`src/rtl/block_rasterizer_if.sv`:
```
// block_rasterizer_if: bundles the cell-request stream and the pixel stream
// of block_rasterizer.
//   master : the environment side (issues cell requests, accepts pixels)
//   slave  : the rasterizer side (accepts cell requests, issues pixels,
//            reports done/err)
interface block_rasterizer_if;
  logic        req_valid;
  logic        req_ready;
  logic [9:0]  req_col;
  logic [9:0]  req_row;
  logic [11:0] req_color;
  logic        pix_valid;
  logic        pix_ready;
  logic [9:0]  pix_x;
  logic [9:0]  pix_y;
  logic [11:0] pix_color;
  logic        done;
  logic        err;

  modport master (
    output req_valid, req_col, req_row, req_color, pix_ready,
    input  req_ready, pix_valid, pix_x, pix_y, pix_color, done, err
  );

  modport slave (
    input  req_valid, req_col, req_row, req_color, pix_ready,
    output req_ready, pix_valid, pix_x, pix_y, pix_color, done, err
  );
endinterface

```
`src/rtl/block_rasterizer.sv`:
```
// block_rasterizer: expands one grid cell (col, row) into the row-major
// stream of BLOCK_SIDE x BLOCK_SIDE screen pixels it covers.
// Ports:
//   clk  : rising-edge clock
//   rst  : synchronous active-high reset
//   bus  : block_rasterizer_if.slave
//          req_valid/req_ready/req_col/req_row/req_color : cell request
//          pix_valid/pix_ready/pix_x/pix_y/pix_color     : pixel stream
//          done (1-cycle pulse), err (qualifies done: cell out of range)
module block_rasterizer #(
  parameter int BLOCK_SIDE = 20,
  parameter int GRID_COLS  = 10,
  parameter int GRID_ROWS  = 20,
  parameter int X_OFFSET   = 0,
  parameter int Y_OFFSET   = 0
) (
  input  logic                clk,
  input  logic                rst,
  block_rasterizer_if.slave   bus
);

  localparam logic [9:0] SIDE = 10'(BLOCK_SIDE);
  localparam logic [9:0] LAST = 10'(BLOCK_SIDE - 1);
  localparam logic [9:0] XOFF = 10'(X_OFFSET);
  localparam logic [9:0] YOFF = 10'(Y_OFFSET);
  localparam logic [9:0] COLS = 10'(GRID_COLS);
  localparam logic [9:0] ROWS = 10'(GRID_ROWS);

  typedef enum logic [1:0] {IDLE, SETUP, EMIT, FIN} state_t;

  state_t      state_reg, state_next;
  logic [9:0]  col_reg, col_next;
  logic [9:0]  row_reg, row_next;
  logic [11:0] color_reg, color_next;
  logic [9:0]  x0_reg, x0_next;
  logic [9:0]  y0_reg, y0_next;
  logic [9:0]  dx_reg, dx_next;
  logic [9:0]  dy_reg, dy_next;
  logic        err_reg, err_next;

  always_ff @(posedge clk) begin
    if (rst) begin
      state_reg <= IDLE;
      col_reg   <= '0;
      row_reg   <= '0;
      color_reg <= '0;
      x0_reg    <= '0;
      y0_reg    <= '0;
      dx_reg    <= '0;
      dy_reg    <= '0;
      err_reg   <= 1'b0;
    end else begin
      state_reg <= state_next;
      col_reg   <= col_next;
      row_reg   <= row_next;
      color_reg <= color_next;
      x0_reg    <= x0_next;
      y0_reg    <= y0_next;
      dx_reg    <= dx_next;
      dy_reg    <= dy_next;
      err_reg   <= err_next;
    end
  end

  always_comb begin
    state_next    = state_reg;
    col_next      = col_reg;
    row_next      = row_reg;
    color_next    = color_reg;
    x0_next       = x0_reg;
    y0_next       = y0_reg;
    dx_next       = dx_reg;
    dy_next       = dy_reg;
    err_next      = err_reg;
    bus.req_ready = 1'b0;
    bus.pix_valid = 1'b0;
    bus.pix_x     = '0;
    bus.pix_y     = '0;
    bus.pix_color = '0;
    bus.done      = 1'b0;
    bus.err       = 1'b0;

    case (state_reg)
      IDLE: begin
        bus.req_ready = 1'b1;
        if (bus.req_valid) begin
          col_next   = bus.req_col;
          row_next   = bus.req_row;
          color_next = bus.req_color;
          state_next = SETUP;
        end
      end

      SETUP: begin
        // Cell origin; the constant multiply reduces to shift-add
        // ((i<<4)+(i<<2) for a side of 20). Everything wraps at 10 bits.
        x0_next = XOFF + col_reg * SIDE;
        y0_next = YOFF + row_reg * SIDE;
        dx_next = '0;
        dy_next = '0;
        if (col_reg >= COLS || row_reg >= ROWS) begin
          err_next   = 1'b1;
          state_next = FIN;
        end else begin
          state_next = EMIT;
        end
      end

      EMIT: begin
        // Outputs come only from registers, so they hold while stalled and
        // pix_valid never depends on pix_ready.
        bus.pix_valid = 1'b1;
        bus.pix_x     = x0_reg + dx_reg;
        bus.pix_y     = y0_reg + dy_reg;
        bus.pix_color = color_reg;
        if (bus.pix_ready) begin
          if (dx_reg == LAST) begin
            dx_next = '0;
            if (dy_reg == LAST) begin
              state_next = FIN;
            end else begin
              dy_next = dy_reg + 10'd1;
            end
          end else begin
            dx_next = dx_reg + 10'd1;
          end
        end
      end

      FIN: begin
        bus.done   = 1'b1;
        bus.err    = err_reg;
        err_next   = 1'b0;
        state_next = IDLE;
      end

      default: state_next = IDLE;
    endcase
  end

endmodule

```
`src/flat_wrapper.sv`:
```
// flat-port wrapper written by rule: the top's interface ports become plain ports
module block_rasterizer_flat 
#(
  parameter int BLOCK_SIDE = 20,
  parameter int GRID_COLS  = 10,
  parameter int GRID_ROWS  = 20,
  parameter int X_OFFSET   = 0,
  parameter int Y_OFFSET   = 0
)
  (clk, rst, bus_req_valid, bus_req_col, bus_req_row, bus_req_color, bus_pix_ready, bus_req_ready, bus_pix_valid, bus_pix_x, bus_pix_y, bus_pix_color, bus_done, bus_err);
  block_rasterizer_if bus_i ();
  input  logic clk;
  input  logic rst;
  input wire logic [$bits(bus_i.req_valid)-1:0] bus_req_valid;
  input wire logic [$bits(bus_i.req_col)-1:0] bus_req_col;
  input wire logic [$bits(bus_i.req_row)-1:0] bus_req_row;
  input wire logic [$bits(bus_i.req_color)-1:0] bus_req_color;
  input wire logic [$bits(bus_i.pix_ready)-1:0] bus_pix_ready;
  output wire logic [$bits(bus_i.req_ready)-1:0] bus_req_ready;
  output wire logic [$bits(bus_i.pix_valid)-1:0] bus_pix_valid;
  output wire logic [$bits(bus_i.pix_x)-1:0] bus_pix_x;
  output wire logic [$bits(bus_i.pix_y)-1:0] bus_pix_y;
  output wire logic [$bits(bus_i.pix_color)-1:0] bus_pix_color;
  output wire logic [$bits(bus_i.done)-1:0] bus_done;
  output wire logic [$bits(bus_i.err)-1:0] bus_err;
  assign bus_i.req_valid = bus_req_valid;
  assign bus_i.req_col = bus_req_col;
  assign bus_i.req_row = bus_req_row;
  assign bus_i.req_color = bus_req_color;
  assign bus_i.pix_ready = bus_pix_ready;
  assign bus_req_ready = bus_i.req_ready;
  assign bus_pix_valid = bus_i.pix_valid;
  assign bus_pix_x = bus_i.pix_x;
  assign bus_pix_y = bus_i.pix_y;
  assign bus_pix_color = bus_i.pix_color;
  assign bus_done = bus_i.done;
  assign bus_err = bus_i.err;
  block_rasterizer #(.BLOCK_SIDE(BLOCK_SIDE), .GRID_COLS(GRID_COLS), .GRID_ROWS(GRID_ROWS), .X_OFFSET(X_OFFSET), .Y_OFFSET(Y_OFFSET)) u_core (.clk(clk), .rst(rst), .bus(bus_i));
endmodule
```
`config.mk`:
```
export PLATFORM = sky130hd
export DESIGN_NAME = block_rasterizer_flat
export DESIGN_NICKNAME = d
export VERILOG_FILES = /design/src/rtl/block_rasterizer_if.sv /design/src/rtl/block_rasterizer.sv /design/src/flat_wrapper.sv
export SDC_FILE = /design/constraint.sdc
export NUM_CORES = 1
export LEC_CHECK = 0
export ABC_AREA = 1
export BUFFER_PORTS_ARGS = -buffer_cell sky130_fd_sc_hd__buf_2
export CAP_MARGIN = 40
export CORE_ASPECT_RATIO = 1.4
export CORE_MARGIN = 5
export CORE_UTILIZATION = 50
export DETAILED_ROUTE_END_ITERATION = 12
export PLACE_DENSITY_LB_ADDON = 0.25
export SYNTH_ARGS = -nofsm -noshare
export SYNTH_HDL_FRONTEND = slang
export SYNTH_SLANG_ARGS = --single-unit
```
`constraint.sdc`:
```
create_clock -name clk -period 3.2 [get_ports clk]
set_input_delay 0.64 -clock clk [delete_from_list [all_inputs] [get_ports clk]]
set_output_delay 0.64 -clock clk [all_outputs]
set_load 0.05 [all_outputs]
```
# ---- After elaboration in Yosys (flattened, before gate mapping)
# Cells that the tools add are included.
dict set report classes {
  bitwise 0
  reduce_logical 9
  muxes 22
  n_shift 0
  div_mod_pow 0
  n_eq_ne 11
  n_addsub 4
  magnitude_cmp 2
  mul 2
}
# operator count
set ops {}
lappend ops {{10-bit 2-to-1 mux} 7}
lappend ops {{10-bit one-hot mux with 2 select lines} 2}
lappend ops {{10-bit by 1-bit adder with 10-bit output (second input constant)} 2}
lappend ops {{10-bit adder} 2}
lappend ops {{10-bit by 5-bit equality test with 1-bit output (second input constant)} 2}
lappend ops {{10-bit by 3-bit multiplier with 8-bit output (second input constant)} 2}
lappend ops {{12-bit 2-to-1 mux} 1}
lappend ops {{10-bit by 4-bit >= comparator with 1-bit output (second input constant)} 1}
lappend ops {{10-bit by 5-bit >= comparator with 1-bit output (second input constant)} 1}
lappend ops {{2-bit 2-to-1 mux} 4}
lappend ops {{2-bit one-hot mux with 4 select lines} 1}
lappend ops {{4-bit AND reduction} 2}
lappend ops {{1-bit 2-to-1 mux} 6}
lappend ops {{2-bit by 1-bit inequality test with 1-bit output (second input constant)} 3}
lappend ops {{2-bit inequality test (second input constant)} 3}
lappend ops {{2-bit AND reduction} 3}
lappend ops {{2-bit equality test (second input constant)} 2}
lappend ops {{2-bit nonzero test} 2}
lappend ops {{2-bit by 1-bit equality test with 1-bit output (second input constant)} 1}
lappend ops {{2-bit logical NOT} 1}
lappend ops {{1-bit one-hot mux with 2 select lines} 1}
lappend ops {{1-bit logical OR} 1}
dict set report totals {
  output_inout_bits 36
  memories 0
  mem_bits_rw 0
  in_bits 36
  latchBits 0
  regBits 71
  mem_bits_ro 0
}

# ---- Longest topological paths before layout
# Gate-level depths: netlist of the first run.
dict set report depth {
  ltp_word 5
  ltp_mapped 10
  mapped_depth_nobuf 10
}

# ---- Worst setup path after synthesis of the first run
# Ideal clock, no wire load.
dict set report synth_timing {
  kind {reg-to-output}
  startpoint {reg u_core.state_reg[0]}
  endpoint {out bus_pix_x[6]}
  path_buffers 2
  stages_incl_launch_ff 7
  t_arrival_ns 2.360
  slack_ns 0.200
  cell_sequence {dfxtp_1 inv_1 ha_1 buf_2 clkbuf_1 o21ai_0 a21oi_1}
}
dict set report synth_via {
  elab_chain_len 2
}
# element line_no
set synth_lines {}
lappend synth_lines {{start: declaration} block_rasterizer.sv:31} ;# state_t state_reg, state_next;
lappend synth_lines {{start signal: assignment} block_rasterizer.sv:53} ;# state_reg <= state_next;
lappend synth_lines {{2-bit equality test} block_rasterizer.sv:83} ;# case (state_reg)
lappend synth_lines {{10-bit 2-to-1 mux} block_rasterizer.sv:83}
lappend synth_lines {{end: declaration} flat_wrapper.sv:21} ;# output wire logic [$bits(bus_i.pix_x)-1:0] bus_pix_x;
# No other way between the ends.

# ---- Final worst setup path of the first run
dict set report layout_timing {
  startpoint {reg u_core.dx_reg[2]}
  endpoint {out bus_pix_x[8]}
}
dict set report layout_via {
  elab_chain_len 2
}
# element line_no
set layout_lines {}
lappend layout_lines {{start: declaration} block_rasterizer.sv:37} ;# logic [9:0] dx_reg, dx_next;
lappend layout_lines {{start signal: assignment} block_rasterizer.sv:59} ;# dx_reg <= dx_next;
lappend layout_lines {{10-bit adder} block_rasterizer.sv:113} ;# bus.pix_x = x0_reg + dx_reg;
lappend layout_lines {{10-bit 2-to-1 mux} block_rasterizer.sv:83}
# No other way between the ends.

==> out/results.ini, run 1 <==
[route]
ant_nets=0
first_iter_violations=219
routedWlPerCell_um=11.88
first_pass_iters=4
totalWireLength_um=9561
drc=0
via_per_inst=5.117
num_vias=4119

[die]
dieWidth_um=88.30
start_util_pct=50.44
rows=40
coreArea_um2=8508
ios=72
die_h_um=119.6
dieArea_um2=10560

[worst_setup_path]
critPathBufInv=1
path_class=flip-flop to output port
critPathRequiredTime_ns=2.56
r2r-start=u_core.state_reg[0]
critPathArrivalTime_ns=2.34
path_delay_family=adder cells
cpPeakStageDelay_ns=0.41
rrSetupSlack_ns=0.88
cp_slowest_cell=fa_1
worstPathMaxFanout=7
startpoint=u_core.dx_reg[2]
cpMostUsedCell=nor2_1
critPathCaptureType=output port
crit_path_cell_trace=ha_1 > fa_1 > nand3_1 > nand3_1 > a21oi_1 > nor2_1 > nor2_1 > nor2_1 > nor2_1 > buf_2
cp-start-kind=flip-flop

[sta]
slew_headroom_pct=68.09
min_period_ns=2.977
final-hold-violation-count=0
clock.fmax_mhz=336.0
layout_setup_ws_ns=0.2235
fin_tns_setup_ns=0
setup-violations-final=0
rsz0062_at_grt=false
timing.final.crit_share_pct=93.02
slew_viol_final=0
fin_worst_skew_ns=0.006290
tightest_slew_ns=0.4781

[yosys]
synthCells=627
syn-cell-area_um2=4292
synthesis.nets=705
synth_warnings=0
synth.top_cell.area_share_pct=33.12
yosysSeqAreaShare_pct=33.12
avgSynthCellArea_um2=6.845
synth.distinct_cells=30
synth_top_area_cell=dfxtp_1
yosys_register_bits=71
synthTopCellsByArea=dfxtp_1, nor2_1, ha_1

[global_routing]
grt_use_total_pct=19.92
grt_first_pass_wirelength_um=17100
grt_pass1_vias=3987
grt-ovfl-total=0
grt_max_degree=38
antenna_found_initial=0

[outcome]
outcome=finished, final reports clean

[pwr]
ir_drop_uv=355.4
leakagePower_nw=2.506
cellPowerDensity_nw_per_um2=701.5

[final_layout]
drive_above_1_share_pct=15.57
fill_cells=846
nets=773
area_growth_pct=16.85
diodes=0
largest_reg_flops=12

[clock_tree]
hold_buffers=0
cts-root-buf=clkbuf_16
cts_buffer_depth=2
h-tree-depth=3
clk_latency_ns=0.33
clk_pin_slew_ns=0.06
cts_tree=built
cts.repair.resized=0
cts_inserted_buffers=9
cts_setup_buffers=0
numClockSinks=71

[placed_design]
place_hpwl_um=7226
globalplace.congestion=0.8193
place_ws_ns=0.6012
io_buffers=71

[worst_hold_path]
min-delay-start=u_core.col_reg[9]
worstHoldPathType=flip-flop to flip-flop

[job]
drv_cap=0

[area by class of cell]
type | instances | area, µm² | area share (%)
clock buffer | 12 | 236.5 | 4.716
clock inverter | 4 | 22.52 | 0.4491
inverter | 64 | 240.2 | 4.790
multi-input combinational | 470 | 2536 | 50.57
sequential | 71 | 1421 | 28.34
tap | 105 | 131.4 | 2.620
timing repair buffer | 79 | 426.7 | 8.508
[metrics by stage]
step | utilization, % | hold slack [ns] | area, µm² | power, mW | instances
after floorplan | - | 0.4291 | 4292 | 2.320 | 627
after global placement | 55.59 | 0.4562 | 4730 | 2.593 | 787
after detailed placement | 55.90 | 0.4625 | 4756 | 2.653 | 789
after CTS | 58.94 | 0.4710 | 5015 | 3.555 | 805
after global routing | 58.94 | 0.5000 | 5015 | 3.830 | 805
final | 58.94 | 0.4656 | 5015 | 3.518 | 805
[layer usage]
| metal | vias up | share of wire (%) | track usage [%] |
|---|---|---|---|
| met5 | - | 0 | 0 |
| met4 | 0 | 2.2 | 7.845 |
| met3 | 13 | 4.2 | 3.709 |
| met2 | 85 | 49 | 34.36 |
| met1 | 1861 | 44 | 23.87 |
| li1 | 2160 | - | - |
[layout by cell type, fill, tap and decap left out, types with 6 or more instances in the layout]
cell | Yosys | routed
o21ai_0 | 60 | 60
xnor2_1 | 10 | 10
xor2_1 | 7 | 7
dfxtp_1 | 71 | 71
a21oi_2 | 8 | 8
inv_1 | 59 | 59
nand2_1 | 108 | 108
a21oi_1 | 39 | 39
nor2_1 | 138 | 138
nand3_1 | 31 | 31
buf_4 | 0 | 6
buf_2 | 3 | 71
nand4_1 | 6 | 6
clkbuf_16 | 0 | 9
ha_1 | 38 | 38
[path summary, 6_finish.rpt]
kind                                          end  cells past startpoint
worst max register to register   u_core.dx_reg[6]                      9
worst min-delay path            u_core.col_reg[9]                      2
worst max-delay path                 bus_pix_x[8]                     10
worst min register to register  u_core.col_reg[9]                      2
[worst reg2reg max path, delay by kind of cell (launching register included)]
| family | cells | cell delay, ns |
|---|---|---|
| adders and majority gates | 1 | 0.45 |
| and+or+nand+nor | 3 | 0.57 |
| buffers and inverters | 4 | 0.73 |
| DFF | 1 | 0.35 |
| AOI/OAI and AO/OA | 1 | 0.15 |
[synth_stat cells (all sizes together)]
library cell and number:
a21o 2, o21bai 2, nor3b 1, clkbuf 15, o31ai 1, nor3 3, nand4 6, nor2 141
nand2 110, ha 38, xnor2 10, or2 1, o21ai 60, inv 61, buf 7, a21oi 47
dfxtp 71, clkinv 3, a211oi 2, fa 4, xor2 7, o31a 2, nand3 33
[logic make-up (layout without fill, tap and decap cells)]
kind of cell    count (synthesis)  in the layout  synth area share, %
xor+xnor                       17             17                3.469
flops                          71             71                33.12
compound gates                116            116                14.81
buf+inv                        86            159                7.784
simple gates                  295            295                27.87
fa+ha+maj                      42             42                12.94
[power by group]
part	switching, mW	leakage (nW)	internal [mW]	total, mW
Combinational	0.922	1.80	0.473	1.40
Clock	0.368	0.126	0.521	0.889
Sequential	0.141	0.583	1.09	1.23
Power figures use the tool's default switching activity.
==> run 2: changes to the inputs <==
Settings changed: RECOVER_POWER set to 25.
==> out/results.ini, run 2 (synthesis results as in run 1) <==
[sta]
clock.fmax_mhz=335.9
slew_viol_final=0
min_period_ns=2.977
rsz0062_at_grt=false
slew_headroom_pct=26.61
timing.final.crit_share_pct=93.02
setup-violations-final=0
fin_worst_skew_ns=0.006302
tightest_slew_ns=1.101
final-hold-violation-count=0
fin_tns_setup_ns=0

[clock_tree]
clk_pin_slew_ns=0.06
cts_buffer_depth=2
cts_inserted_buffers=9
h-tree-depth=3
cts.repair.resized=0
cts-root-buf=clkbuf_16
cts_tree=built
clk_latency_ns=0.33
numClockSinks=71
hold_buffers=0
cts_setup_buffers=0

[worst_setup_path]
cpMostUsedCell=nor2_1
critPathCaptureType=output port
cp_slowest_cell=fa_1
critPathRequiredTime_ns=2.56
cp-start-kind=flip-flop
critPathArrivalTime_ns=2.34
path_class=flip-flop to output port
worstPathMaxFanout=7
cpPeakStageDelay_ns=0.41
crit_path_cell_trace=ha_1 > fa_1 > nand3_1 > nand3_1 > a21oi_1 > nor2_1 > nor2_1 > nor2_1 > nor2_1 > buf_2

[route]
totalWireLength_um=9545
routedWlPerCell_um=11.86
first_iter_violations=219
drc=0
num_vias=4106
first_pass_iters=4
ant_nets=0
via_per_inst=5.101

[global_routing]
grt-ovfl-total=0
grt_pass1_vias=3987
grt_use_total_pct=19.92
grt_first_pass_wirelength_um=17100
antenna_found_initial=0
grt_max_degree=38

[die]
die_h_um=119.6
rows=40
coreArea_um2=8508
ios=72
dieArea_um2=10560
start_util_pct=50.44
dieWidth_um=88.30

[final_layout]
layout_commonest_cell=nor2_1
nets=773
largest_reg_flops=12
diodes=0
final_cell_mix=nor2_1, nand2_1, buf_2, dfxtp_1, o21ai_0
final_cell_area_um2=5007
drive_above_1_share_pct=15.29
area_growth_pct=16.68

[pwr]
switching_share_pct=40.78
internal_power_mw=2.078
switching_power_mw=1.431
leakagePower_nw=2.498
clkPwrFrac_pct=25.3
combPwrFrac_pct=39.5
cellPowerDensity_nw_per_um2=700.7
ir_drop_uv=355.4
seq_power_share_pct=35.2

[placed_design]
postPlaceCellArea_um2=4756
globalplace.congestion=0.8193
io_buffers=71
place_hpwl_um=7226

[outcome]
outcome=finished, final reports clean

[worst_hold_path]
worstHoldPathType=flip-flop to flip-flop

[job]
drv_cap=0

## run 2: changes by cell type in the layout (fill, tap and decap cells not counted), sizes merged
cell,before,now
buf,79,77
clkbuf,12,14
## run 2: final timing paths
path	from	end	slack, ns	depth (start not counted)
max	u_core.dx_reg[2]	bus_pix_x[8]	0.22	10
min	u_core.col_reg[9]	u_core.col_reg[9]	0.47	2
min reg2reg	u_core.col_reg[9]	u_core.col_reg[9]	0.47	2
max reg2reg	u_core.state_reg[0]	u_core.dx_reg[6]	0.88	9
## run 2: power groups by stage
stage / combinational [mW] / sequential (mW) / clock (mW)
final: 1.39 / 1.23 / 0.889
after global placement: 1.35 / 1.25 / 0
after CTS: 1.41 / 1.24 / 0.905
after global routing: 1.61 / 1.26 / 0.946
after floorplan: 1.10 / 1.22 / 0
after detailed placement: 1.40 / 1.25 / 0
## run 2: routing by layer
metal	global-route usage [%]	vias to the layer above	wire length (µm)
met5	0	-	0
met4	7.845	0	215
met3	3.709	13	371
met2	34.36	73	4690
met1	23.87	1860	4269
li1	-	2160	-
## run 2: stage by stage
stage                     hold WS, ns  setup slack (ns)  std cells  utilization [%]  total power [mW]
final                          0.4656            0.2234        805            58.85             3.509
after global routing           0.5000           0.06962        805            58.85             3.822
after CTS                      0.4710            0.2357        805            58.94             3.555
after detailed placement       0.4625            0.6012        789            55.90             2.653
after global placement         0.4562            0.6151        787            55.59             2.593
after floorplan                0.4291            0.1998        627                -             2.320
## run 2: critical path, delay by kind of cell, from the launching register on
family | cells | cell delay (ns)
and+or+nand+nor | 6 | 0.56
AOI/OAI and AO/OA | 1 | 0.15
adders and majority gates | 2 | 0.65
buffers and inverters | 1 | 0.28
DFF | 1 | 0.36
## run 2: layout make-up
cell class / count / area, µm²
Clock buffer: 12 / 236.5
Tap cell: 105 / 131.4
Clock inverter: 4 / 22.52
Multi-Input combinational cell: 470 / 2536
Fill cell: 850 / 3501
Timing Repair Buffer: 79 / 419.2
Inverter: 64 / 240.2
Sequential cell: 71 / 1421
==> run 3: changes to the inputs <==
Settings changed: PLACE_DENSITY_LB_ADDON 0.25 to 0.12.
==> out/results.ini, run 3 (synthesis results as in run 1) <==
[die]
coreArea_um2=8508
die_h_um=119.6
ios=72
dieArea_um2=10560
rows=40
dieWidth_um=88.30
start_util_pct=50.44

[clock_tree]
cts_inserted_buffers=9
clk_latency_ns=0.34
cts-root-buf=clkbuf_16
numClockSinks=71
cts_buffer_depth=2
clk_pin_slew_ns=0.06
hold_buffers=0
cts_setup_buffers=0
cts_tree=built
h-tree-depth=3
cts.repair.resized=0

[worst_setup_path]
path_delay_family=adder cells
critPathArrivalTime_ns=2.34
cpMostUsedCell=nor2_1
rr_worst_depth=9
crit_path_cell_trace=ha_1 > fa_1 > nand3_1 > nand3_1 > a21oi_1 > nor2_1 > nor2_1 > nor2_1 > nor2_1 > buf_2
worstPathMaxFanout=7
path_class=flip-flop to output port
cpPeakStageDelay_ns=0.41
cp-start-kind=flip-flop
critPathRequiredTime_ns=2.56
critPathCaptureType=output port
rr_endpoint=u_core.dx_reg[8]
critPathBufInv=1
rrSetupSlack_ns=0.99
r2r-start=u_core.state_reg[0]
cp_slowest_cell=fa_1

[route]
first_pass_iters=4
ant_nets=0
drc=0
totalWireLength_um=9919
routedWlPerCell_um=12.34
via_per_inst=5.103
first_iter_violations=219
num_vias=4103

[global_routing]
grt_pass1_vias=3856
antenna_found_initial=0
grt_first_pass_wirelength_um=17250
grt-ovfl-total=0
use_met2_pct=34.60
top_usage_layer=met2
met1_usage_pct=24.54
grt_use_total_pct=20.10
met3_usage_pct=4.190
grt_max_degree=38

[final_layout]
area_growth_pct=19.24
layout.cells.non_filler=804
nets=772
fill_cells=846
final_cell_mix=nor2_1, nand2_1, buf_2, dfxtp_1, o21ai_0
final_util_pct=60.15
diodes=0
drive_above_1_share_pct=15.59
largest_reg_flops=12
layout_commonest_cell=nor2_1

[placed_design]
place_hpwl_um=7249
io_buffers=71
dpl.cell_count=788
globalplace.congestion=0.8435

[worst_hold_path]
hold_depth=2
min_to=u_core.col_reg[9]
min-delay-start=u_core.col_reg[9]
worstHoldPathType=flip-flop to flip-flop

[sta]
min_period_ns=2.978
slew_headroom_pct=41.76
clock.fmax_mhz=335.8
setup-violations-final=0
slew_viol_final=0
tightest_slew_ns=0.8737
timing.final.crit_share_pct=93.07
fin_tns_setup_ns=0
rsz0062_at_grt=false
hold_slack_ns=0.4779
fin_worst_skew_ns=0.007814
final-hold-violation-count=0

[pwr]
leakagePower_nw=2.551
ir_drop_uv=431.0
power_mw=3.899
cellPowerDensity_nw_per_um2=762.0

[job]
drv_cap=0

[outcome]
outcome=finished, final reports clean

[run 3: cell count changes in the layout (fill, tap and decap cells not counted), moves of 2 or more]
cell and change:
bufinv_16 +4, clkbuf_1 -4, clkbuf_8 +2, clkinv_2 -3
[run 3: worst register-to-register path: stages (launching register included)]
cell and delay (ns):
dfxtp_1 0.40, inv_1 0.09, ha_1 0.21, buf_4 0.19, clkinv_1 0.19, nand2_1 0.32, nand2_1 0.20, clkinv_1 0.27
nand2_1 0.14, a21oi_1 0.07
[run 3: area by class of cell]
cell class | instances | area [µm²] | area share [%]
clock inverter | 5 | 127.6 | 2.494
tap | 105 | 131.4 | 2.567
sequential | 71 | 1421 | 27.77
multi-input combinational | 470 | 2532 | 49.49
timing repair buffer | 78 | 411.6 | 8.044
clock buffer | 11 | 252.7 | 4.939
inverter | 64 | 240.2 | 4.694
[run 3: how the worst max path moves through the flow]
stage	end	cells past startpoint	startpoint
4_1_cts	bus_pix_x[8]	10	u_core.dx_reg[2]
5_1_grt	bus_pix_x[8]	10	u_core.dx_reg[2]
6_report	bus_pix_x[8]	10	u_core.dx_reg[2]
3_3_place_gp	bus_pix_x[8]	10	u_core.dx_reg[2]
2_1_floorplan	bus_pix_x[6]	6	u_core.state_reg[0]
3_5_place_dp	bus_pix_x[8]	10	u_core.dx_reg[2]
[run 3: layer usage]
| layer | share of wire, % | vias to the layer above |
|---|---|---|
| li1 | - | 2162 |
| met1 | 43 | 1831 |
| met2 | 49 | 91 |
| met3 | 5.5 | 19 |
| met4 | 1.9 | 0 |
| met5 | 0 | - |
[run 3: power breakdown]
| group | switching [mW] | leakage (nW) | internal, mW |
|---|---|---|---|
| Combinational | 0.937 | 1.79 | 0.459 |
| Sequential | 0.146 | 0.583 | 1.09 |
| Clock | 0.382 | 0.182 | 0.883 |
[run 3: metrics by stage]
| stage | worst slack (ns) | cell area [µm²] |
|---|---|---|
| floorplan | 0.1998 | 4292 |
| global placement | 0.6284 | 4730 |
| detailed placement | 0.5917 | 4745 |
| CTS | 0.2218 | 5125 |
| global route | 0.05211 | 5117 |
| finish | 0.2218 | 5117 |
